==> config.mk <==
export PLATFORM = sky130hd
export DESIGN_NAME = mem_port_arbiter
export DESIGN_NICKNAME = d
export VERILOG_FILES = /design/src/rtl/mem_port_arbiter.sv
export SDC_FILE = /design/constraint.sdc
export NUM_CORES = 1
export LEC_CHECK = 0
export CORE_AREA = 2 2 108 110
export CTS_BUF_LIST = sky130_fd_sc_hd__clkbuf_4 sky130_fd_sc_hd__clkbuf_8
export DETAILED_ROUTE_END_ITERATION = 10
export DIE_AREA = 0 0 110 112
export PLACE_DENSITY = 0.71
export SLEW_MARGIN = 0
export SYNTH_ARGS = -nofsm -noshare
export SYNTH_HDL_FRONTEND = slang
export SYNTH_SLANG_ARGS = --single-unit
==> constraint.sdc <==
create_clock -name i_clk -period 5 [get_ports i_clk]
set_input_delay 1 -clock i_clk [delete_from_list [all_inputs] [get_ports i_clk]]
set_output_delay 1 -clock i_clk [all_outputs]
set_load 0.01 [all_outputs]
==> src/rtl/mem_port_arbiter.sv <==
// +----------------------------------------------------------------------------+
// | mem_port_arbiter : shares one memory port between fetch and load/store,    |
// | one transaction in flight, response timeout. Option: COTM32_MEMARB_RR_EN.  |
// | Revision: 1.0                                                              |
// +----------------------------------------------------------------------------+
`default_nettype none

package cotm32_pkg;
  parameter int XLEN = 32;
endpackage

module mem_port_arbiter #(
  parameter int TIMEOUT_CYCLES = 16
) (
  input  logic                       i_clk,
  input  logic                       i_rst_n,
  input  logic                       i_if_req,
  input  logic [cotm32_pkg::XLEN-1:0] i_if_addr,
  output logic                       o_if_gnt,
  output logic                       o_if_rvalid,
  output logic [cotm32_pkg::XLEN-1:0] o_if_rdata,
  output logic                       o_if_err,
  output logic                       o_if_stall,
  input  logic                       i_ls_req,
  input  logic                       i_ls_we,
  input  logic [3:0]                 i_ls_be,
  input  logic [cotm32_pkg::XLEN-1:0] i_ls_addr,
  input  logic [cotm32_pkg::XLEN-1:0] i_ls_wdata,
  output logic                       o_ls_gnt,
  output logic                       o_ls_rvalid,
  output logic [cotm32_pkg::XLEN-1:0] o_ls_rdata,
  output logic                       o_ls_err,
  output logic                       o_mem_req,
  output logic                       o_mem_we,
  output logic [3:0]                 o_mem_be,
  output logic [cotm32_pkg::XLEN-1:0] o_mem_addr,
  output logic [cotm32_pkg::XLEN-1:0] o_mem_wdata,
  input  logic                       i_mem_gnt,
  input  logic                       i_mem_rvalid,
  input  logic [cotm32_pkg::XLEN-1:0] i_mem_rdata,
  input  logic                       i_mem_err
);

  localparam int CNT_W = $clog2(TIMEOUT_CYCLES) + 1;
  localparam logic [CNT_W-1:0] C_CNT_LAST = CNT_W'(TIMEOUT_CYCLES - 1);

  typedef enum logic [1:0] {
    ST_IDLE    = 2'd0,
    ST_BUSY_IF = 2'd1,
    ST_BUSY_LS = 2'd2
  } state_t;

  state_t                         r_state;
  state_t                         w_state_nxt;
  logic [CNT_W-1:0]               r_cnt;
  logic [CNT_W-1:0]               w_cnt_nxt;
  logic                           w_pick_ls;
  logic                           w_pick_if;
  logic                           w_grant;
  logic                           w_resp;
  logic                           w_resp_err;
  logic [cotm32_pkg::XLEN-1:0]    w_resp_data;

`ifdef COTM32_MEMARB_RR_EN
  logic r_last_ls;

  // On contention the side not granted last time wins; lone requesters always win.
  assign w_pick_ls = i_ls_req & (~i_if_req | ~r_last_ls);

  always_ff @(posedge i_clk or negedge i_rst_n) begin
    if (!i_rst_n) begin
      r_last_ls <= 1'b0;
    end else if (w_grant) begin
      r_last_ls <= w_pick_ls;
    end
  end
`else
  // The data access belongs to the older instruction, so it goes first.
  assign w_pick_ls = i_ls_req;
`endif

  assign w_pick_if = i_if_req & ~w_pick_ls;
  assign w_grant   = (r_state == ST_IDLE) & (i_if_req | i_ls_req) & i_mem_gnt;

  // A real response beats the timeout when both land in the same cycle.
  assign w_resp      = i_mem_rvalid | (r_cnt == C_CNT_LAST);
  assign w_resp_err  = i_mem_rvalid ? i_mem_err : 1'b1;
  assign w_resp_data = i_mem_rvalid ? i_mem_rdata : '0;

  always_ff @(posedge i_clk or negedge i_rst_n) begin
    if (!i_rst_n) begin
      r_state <= ST_IDLE;
      r_cnt   <= '0;
    end else begin
      r_state <= w_state_nxt;
      r_cnt   <= w_cnt_nxt;
    end
  end

  always_comb begin
    w_state_nxt = r_state;
    w_cnt_nxt   = r_cnt;
    o_mem_req   = 1'b0;
    o_mem_we    = 1'b0;
    o_mem_be    = 4'h0;
    o_mem_addr  = '0;
    o_mem_wdata = '0;
    o_if_gnt    = 1'b0;
    o_ls_gnt    = 1'b0;
    o_if_rvalid = 1'b0;
    o_if_rdata  = '0;
    o_if_err    = 1'b0;
    o_ls_rvalid = 1'b0;
    o_ls_rdata  = '0;
    o_ls_err    = 1'b0;

    case (r_state)
      ST_IDLE: begin
        o_mem_req = i_if_req | i_ls_req;
        if (w_pick_ls) begin
          o_mem_we    = i_ls_we;
          o_mem_be    = i_ls_be;
          o_mem_addr  = i_ls_addr;
          o_mem_wdata = i_ls_wdata;
        end else if (w_pick_if) begin
          o_mem_be    = 4'hF;
          o_mem_addr  = i_if_addr;
        end
        if (w_grant) begin
          w_cnt_nxt = '0;
          if (w_pick_ls) begin
            o_ls_gnt    = 1'b1;
            w_state_nxt = ST_BUSY_LS;
          end else begin
            o_if_gnt    = 1'b1;
            w_state_nxt = ST_BUSY_IF;
          end
        end
      end

      ST_BUSY_IF, ST_BUSY_LS: begin
        if (w_resp) begin
          w_state_nxt = ST_IDLE;
          if (r_state == ST_BUSY_IF) begin
            o_if_rvalid = 1'b1;
            o_if_rdata  = w_resp_data;
            o_if_err    = w_resp_err;
          end else begin
            o_ls_rvalid = 1'b1;
            o_ls_rdata  = w_resp_data;
            o_ls_err    = w_resp_err;
          end
        end else begin
          w_cnt_nxt = r_cnt + 1'b1;
        end
      end

      default: begin
        w_state_nxt = ST_IDLE;
      end
    endcase
  end

  assign o_if_stall = i_if_req & ~o_if_rvalid;

endmodule

`default_nettype wire

* After elaboration in Yosys (flattened, before gate mapping)
Cells that the tools add are included.
** Operators by class
- Add/sub/neg operators :: 1
- Multiply operators :: 0
- Div/mod/pow operators :: 0
- $lt $le $gt $ge :: 0
- Equal/unequal tests :: 6
- Shift operators :: 0
- Mux-type cells :: 44
- Bitwise gates (word level) :: 8
- Reductions and logical operators :: 5
** Operator list (number)
- two-way mux 32 bit :: 12
- two-way mux 1 bit :: 22
- two-way mux 4 bit :: 3
- two-way mux 5 bit :: 2
- case mux 5 bit (2 select lines) :: 1
- two-way mux 2 bit :: 3
- inequality test 2 bit (second input constant) :: 3
- adder 5 x 1 -> 5 bit (second input constant) :: 1
- equality test 5 x 4 -> 1 bit (second input constant) :: 1
- AND 1 bit :: 4
- case mux 2 bit (2 select lines) :: 1
- AND reduction 3 bit :: 1
- equality test 2 x 1 -> 1 bit (second input constant) :: 1
- equality test 2 bit (second input constant) :: 1
- zero test 2 bit :: 1
- inverter 1 bit :: 2
- OR 1 bit :: 2
- AND reduction 2 bit :: 1
- nonzero test 2 bit :: 1
- OR reduction 2 bit :: 1
** Storage, ports and cells
- Register bits after elaboration :: 7
- Bits in latches :: 0
- RAM bits :: 0
- ROM bits :: 0
- Bits of input ports :: 140
- Output and inout port bits :: 141
- Logic and storage cells :: 66
- Memories kept :: 0

* Logic depth before layout (Yosys ltp)
- Depth in word-level cells :: 6
- Depth in mapped cells :: 7
- Gate-level depth less buffers :: 6

* Least setup slack after synthesis
No wires, ideal clock.
- Path kind :: flip-flop to output port
- Start :: register r_cnt[0]
- End :: output port o_if_stall
- Arrival time :: 1760 ps
- Required time :: 4000 ps
- Slack :: 2240 ps
- Cell stages (with the launch flop) :: 8
- Buffers on the path :: 1
- Cells stage by stage :: dfrtp_1 -> ha_1 -> and3_1 -> ha_1 -> or2_1 -> clkbuf_1 -> and2_1 -> nor2_1
** On the way
- Cells in the longest elaborated chain, start to end :: 6
** Ends and longest elaborated chain
- from (decl) :: line 55 : logic [CNT_W-1:0] r_cnt;
- from (signal assigned) :: line 96 : r_cnt <= w_cnt_nxt;
- equality test 5 x 4 -> 1 bit :: line 86 : assign w_resp = i_mem_rvalid | (r_cnt == C_CNT_LAST);
- OR 1 bit :: line 86
- two-way mux 1 bit :: line 142 : if (w_resp) begin
- two-way mux 1 bit :: line 117 : case (r_state)
- via o_if_rvalid :: line 20 : output logic o_if_rvalid,
- inverter 1 bit :: line 164 : assign o_if_stall = i_if_req & ~o_if_rvalid;
- AND 1 bit :: line 164
- to (decl) :: line 23 : output logic o_if_stall,
The timed path passes the listed nets, and every way through them passes these cells.

* Worst setup path in the final report
- Start :: input port i_if_req
- End :: output port o_mem_addr[6] (netlist name)
** On the way
- Cells in the longest elaborated chain, start to end :: 4
** Ends and longest elaborated chain
- from (decl) :: line 17 : input logic i_if_req,
- AND 1 bit :: line 82 : assign w_pick_if = i_if_req & ~w_pick_ls;
- two-way mux 32 bit :: line 125 : end else if (w_pick_if) begin
- two-way mux 32 bit :: line 120 : if (w_pick_ls) begin
- two-way mux 32 bit :: line 117
- to (decl) :: line 36 : output logic [cotm32_pkg::XLEN-1:0] o_mem_addr,
Every way passes these cells.

==> summary.md <==
| Metric | Value |
|---|---|
| Delay-heaviest family, CP | buffers and inverters |
| Area contributors post-synth | a22o_1, nor2_1, and3_1, dfrtp_1, nand2_1 |
| Largest net degree at the start of global routing | 43 |
| Site row count | 39 |
| Reg area | 175 um^2 |
| Routed Antenna Nets | 0 |
| Vias in the first global route | 2833 |
| Area leader, netlist | a22o_1 |
| RSZ-0062 raised after global routing | no |
| Synth Net Count | 418 |
| Share of layout cells above drive strength 1 | 2.43% |
| WL met3 | 771 um |
| Max Clk Rate | 0.257 GHz |
| Nets | 680 |
| Drt pass-1 iters | 5 |
| Worst-margin pin slew | 1.05 ns |
| Slew headroom | 29.5% |
| Worst-path maximum fanout | 32 |
| Final Skew | 0.00243 ns |
| Crit path buffers/inverters | 4 |
| Critical Path Most Common Cell | clkdlybuf4s50_1 |
| CTS Buffer Depth | 2 |
| Final setup violation count | 0 |
| CTS Buf Count | 3 |
| Synth Flop Type | dfrtp_1 |
| Io pins | 281 |
| Post-synth EDFFs | 0 |
| Syn Area/Cell | 5.97 um^2 |
| Die area | 0.0123 mm^2 |
| Highest Signal Layer | met4 |
| Clk_lat worst skew | 0.23 ns |
| Final hold vios | 0 |
| Cts hold-fix bufs | 0 |
| Critical path's slowest cell | clkdlybuf4s50_1 |
| Syn Inst Count | 274 |
| Core area | 0.0112 mm^2 |
| Die width | 110 um |
| ANT cells | 0 |
| TritonCTS clock tree | built |
| Post-Syn Area | 0.00164 mm^2 |
| Power per cell area | 320 mW/mm^2 |
| Post-synthesis async set-or-reset flop share | 100% |
| Worst-path clk slew | 0.04 ns |
| DR iter-0 viols | 127 |
| Sequential area share after synthesis | 10.7% |
| Share of the synthesized area in the top cell type | 17.1% |
| CP Capture Type | primary output |
| Via-per-instance ratio | 4.45 |
| H-tree depth | 1 |
| Syn-to-layout area delta | 180% |
| Run status | complete, no violations |
| Worst endpoint required time | 4.00 ns |
| # Post-CTS Setup Buffers | 0 |
| Routed WL per cell | 15.1 um |
| IO Port Bufs | 280 |
| Die span in y | 112 um |
| CTS sink count | 7 |
| VDD IR max | 0.219 mV |
| HP Class | flop to flop |
| Initial Util | 14.6% |
| Final Wtd Congestion | 0.895 |
| Post-layout min period | 3.89 ns |
| Crit Path Category | input port to primary output |
| Arr. time, crit path | 2.89 ns |
| Total congestion overflow | 0 |
| Crit-path cells | clkdlybuf4s50_1 -> inv_1 -> nor2_2 -> buf_4 -> a22o_1 -> clkdlybuf4s50_1 |
| Initial antenna violation count | 0 |
| Residual DRC | 0 |
| DRT Wirelength | 10200 um |
| P_leak | 1.86 nW |
| Warnings from Yosys | 0 |
| Fin. max-slew vios | 0 |
| Total global routing track utilization | 15.3% |
| PostCTS Resize Cnt | 0 |
| Register bit total from synthesis | 7 |
| Fill count | 1108 |
| Period utilization | 77.9% |
| Crit path largest cell delay | 0.59 ns |
| Setup TNS | 0 ns |
| CP Launch Type | input port |
| DR vias | 3015 |
| Max-cap check violation count | 0 |
| Hold Slack | 0.565 ns |
| HPWL Detailed | 8540 um |
| Wire length on met2 | 5410 um |
| CTS Root Cell | clkbuf_8 |
| Post-synth cell types | 36 |
| Multi-input logic area | 0.00128 mm^2 |
| DRT met1 WL | 3920 um |
| Global-route wire length before repair | 15100 um |
tightest hold or removal path, stage by stage (launching register included):
cell,delay [ns]
dfrtp_1,0.37
nand3_1,0.08
o221ai_1,0.07
area by class of cell:
class,count,share of cell area [%]
Timing Repair Buffer,286,62.2
Multi-Input combinational cell,225,27.9
Tap cell,143,3.91
Sequential cell,7,3.83
Clock buffer,4,1.07
Inverter,13,1.07
through the flow:
step           setup slack [ns]  util (%)  std cells  instance area, um^2  power, mW
3_3_place_gp               1.12      40.5        674                 4530       1.36
6_report                   1.11      41.0        678                 4580       1.47
5_1_grt                   0.997      41.0        678                 4580       1.57
4_1_cts                    1.10      41.0        678                 4580       1.47
2_1_floorplan              2.24         -        274                 1640      0.722
3_5_place_dp               1.10      40.5        674                 4530       1.38
cell usage after synthesis (4+ instances only):
cell      number
inv_1         13
a22o_1        32
nand2b_1       5
and3_1        35
nand2_1       38
nand3_1        4
ha_1           4
a21oi_1        6
buf_2         13
clkbuf_1      14
dfrtp_1        7
nor2_1        71
registers in the layout, indices dropped and copies added (netlist names):
signal   flops
r_state      2
r_cnt        5
layer usage:
layer | up-vias | track usage, %
met3 | 14 | 2.93
met5 | - | 0
met4 | 0 | 2.53
met1 | 1387 | 17.4
met2 | 149 | 29.0
li1 | 1465 | -
cells by family after synthesis:
group,share of synthesized area (%)
adder cells (fa/ha/maj),3.06
AO/OA/AOI/OAI,28.7
flip-flops,10.7
multiplexers,1.22
AND/OR/NAND/NOR,45.1
buffers and inverters,11.2
power by group:
group	leakage, nW	switching [mW]	internal [mW]
combinational	1.73	0.602	0.677
clock	0.0262	0.0251	0.0606
sequential	0.0947	0.0216	0.0789
total	1.86	0.649	0.816
final timing paths:
| kind | start | end | slack [ns] | cells past startpoint |
|---|---|---|---|---|
| setup / recovery | i_if_req | o_mem_addr[6] | 1.11 | 6 |
| max in group asynchronous | i_rst_n | r_cnt[3] | 3.69 | 1 |
| setup reg to reg | r_state[1] | r_cnt[2] | 2.96 | 6 |
| hold reg to reg | r_cnt[4] | r_cnt[4] | 0.57 | 2 |
| min in group asynchronous | i_rst_n | r_state[0] | 1.05 | 1 |
| hold / removal | r_cnt[4] | r_cnt[4] | 0.57 | 2 |
cell usage in the layout, fill, tap and decap left out, types with 3 or more instances in the layout:
cell	count
a21oi_1	6
ha_1	4
nand3_1	4
nor2_1	71
buf_4	6
inv_1	13
clkbuf_8	3
dfrtp_1	7
clkdlybuf4s50_1	280
and3_1	35
nand2_1	38
a22o_1	32
nand2b_1	5
No activity file was read; power rests on OpenSTA's default activity.
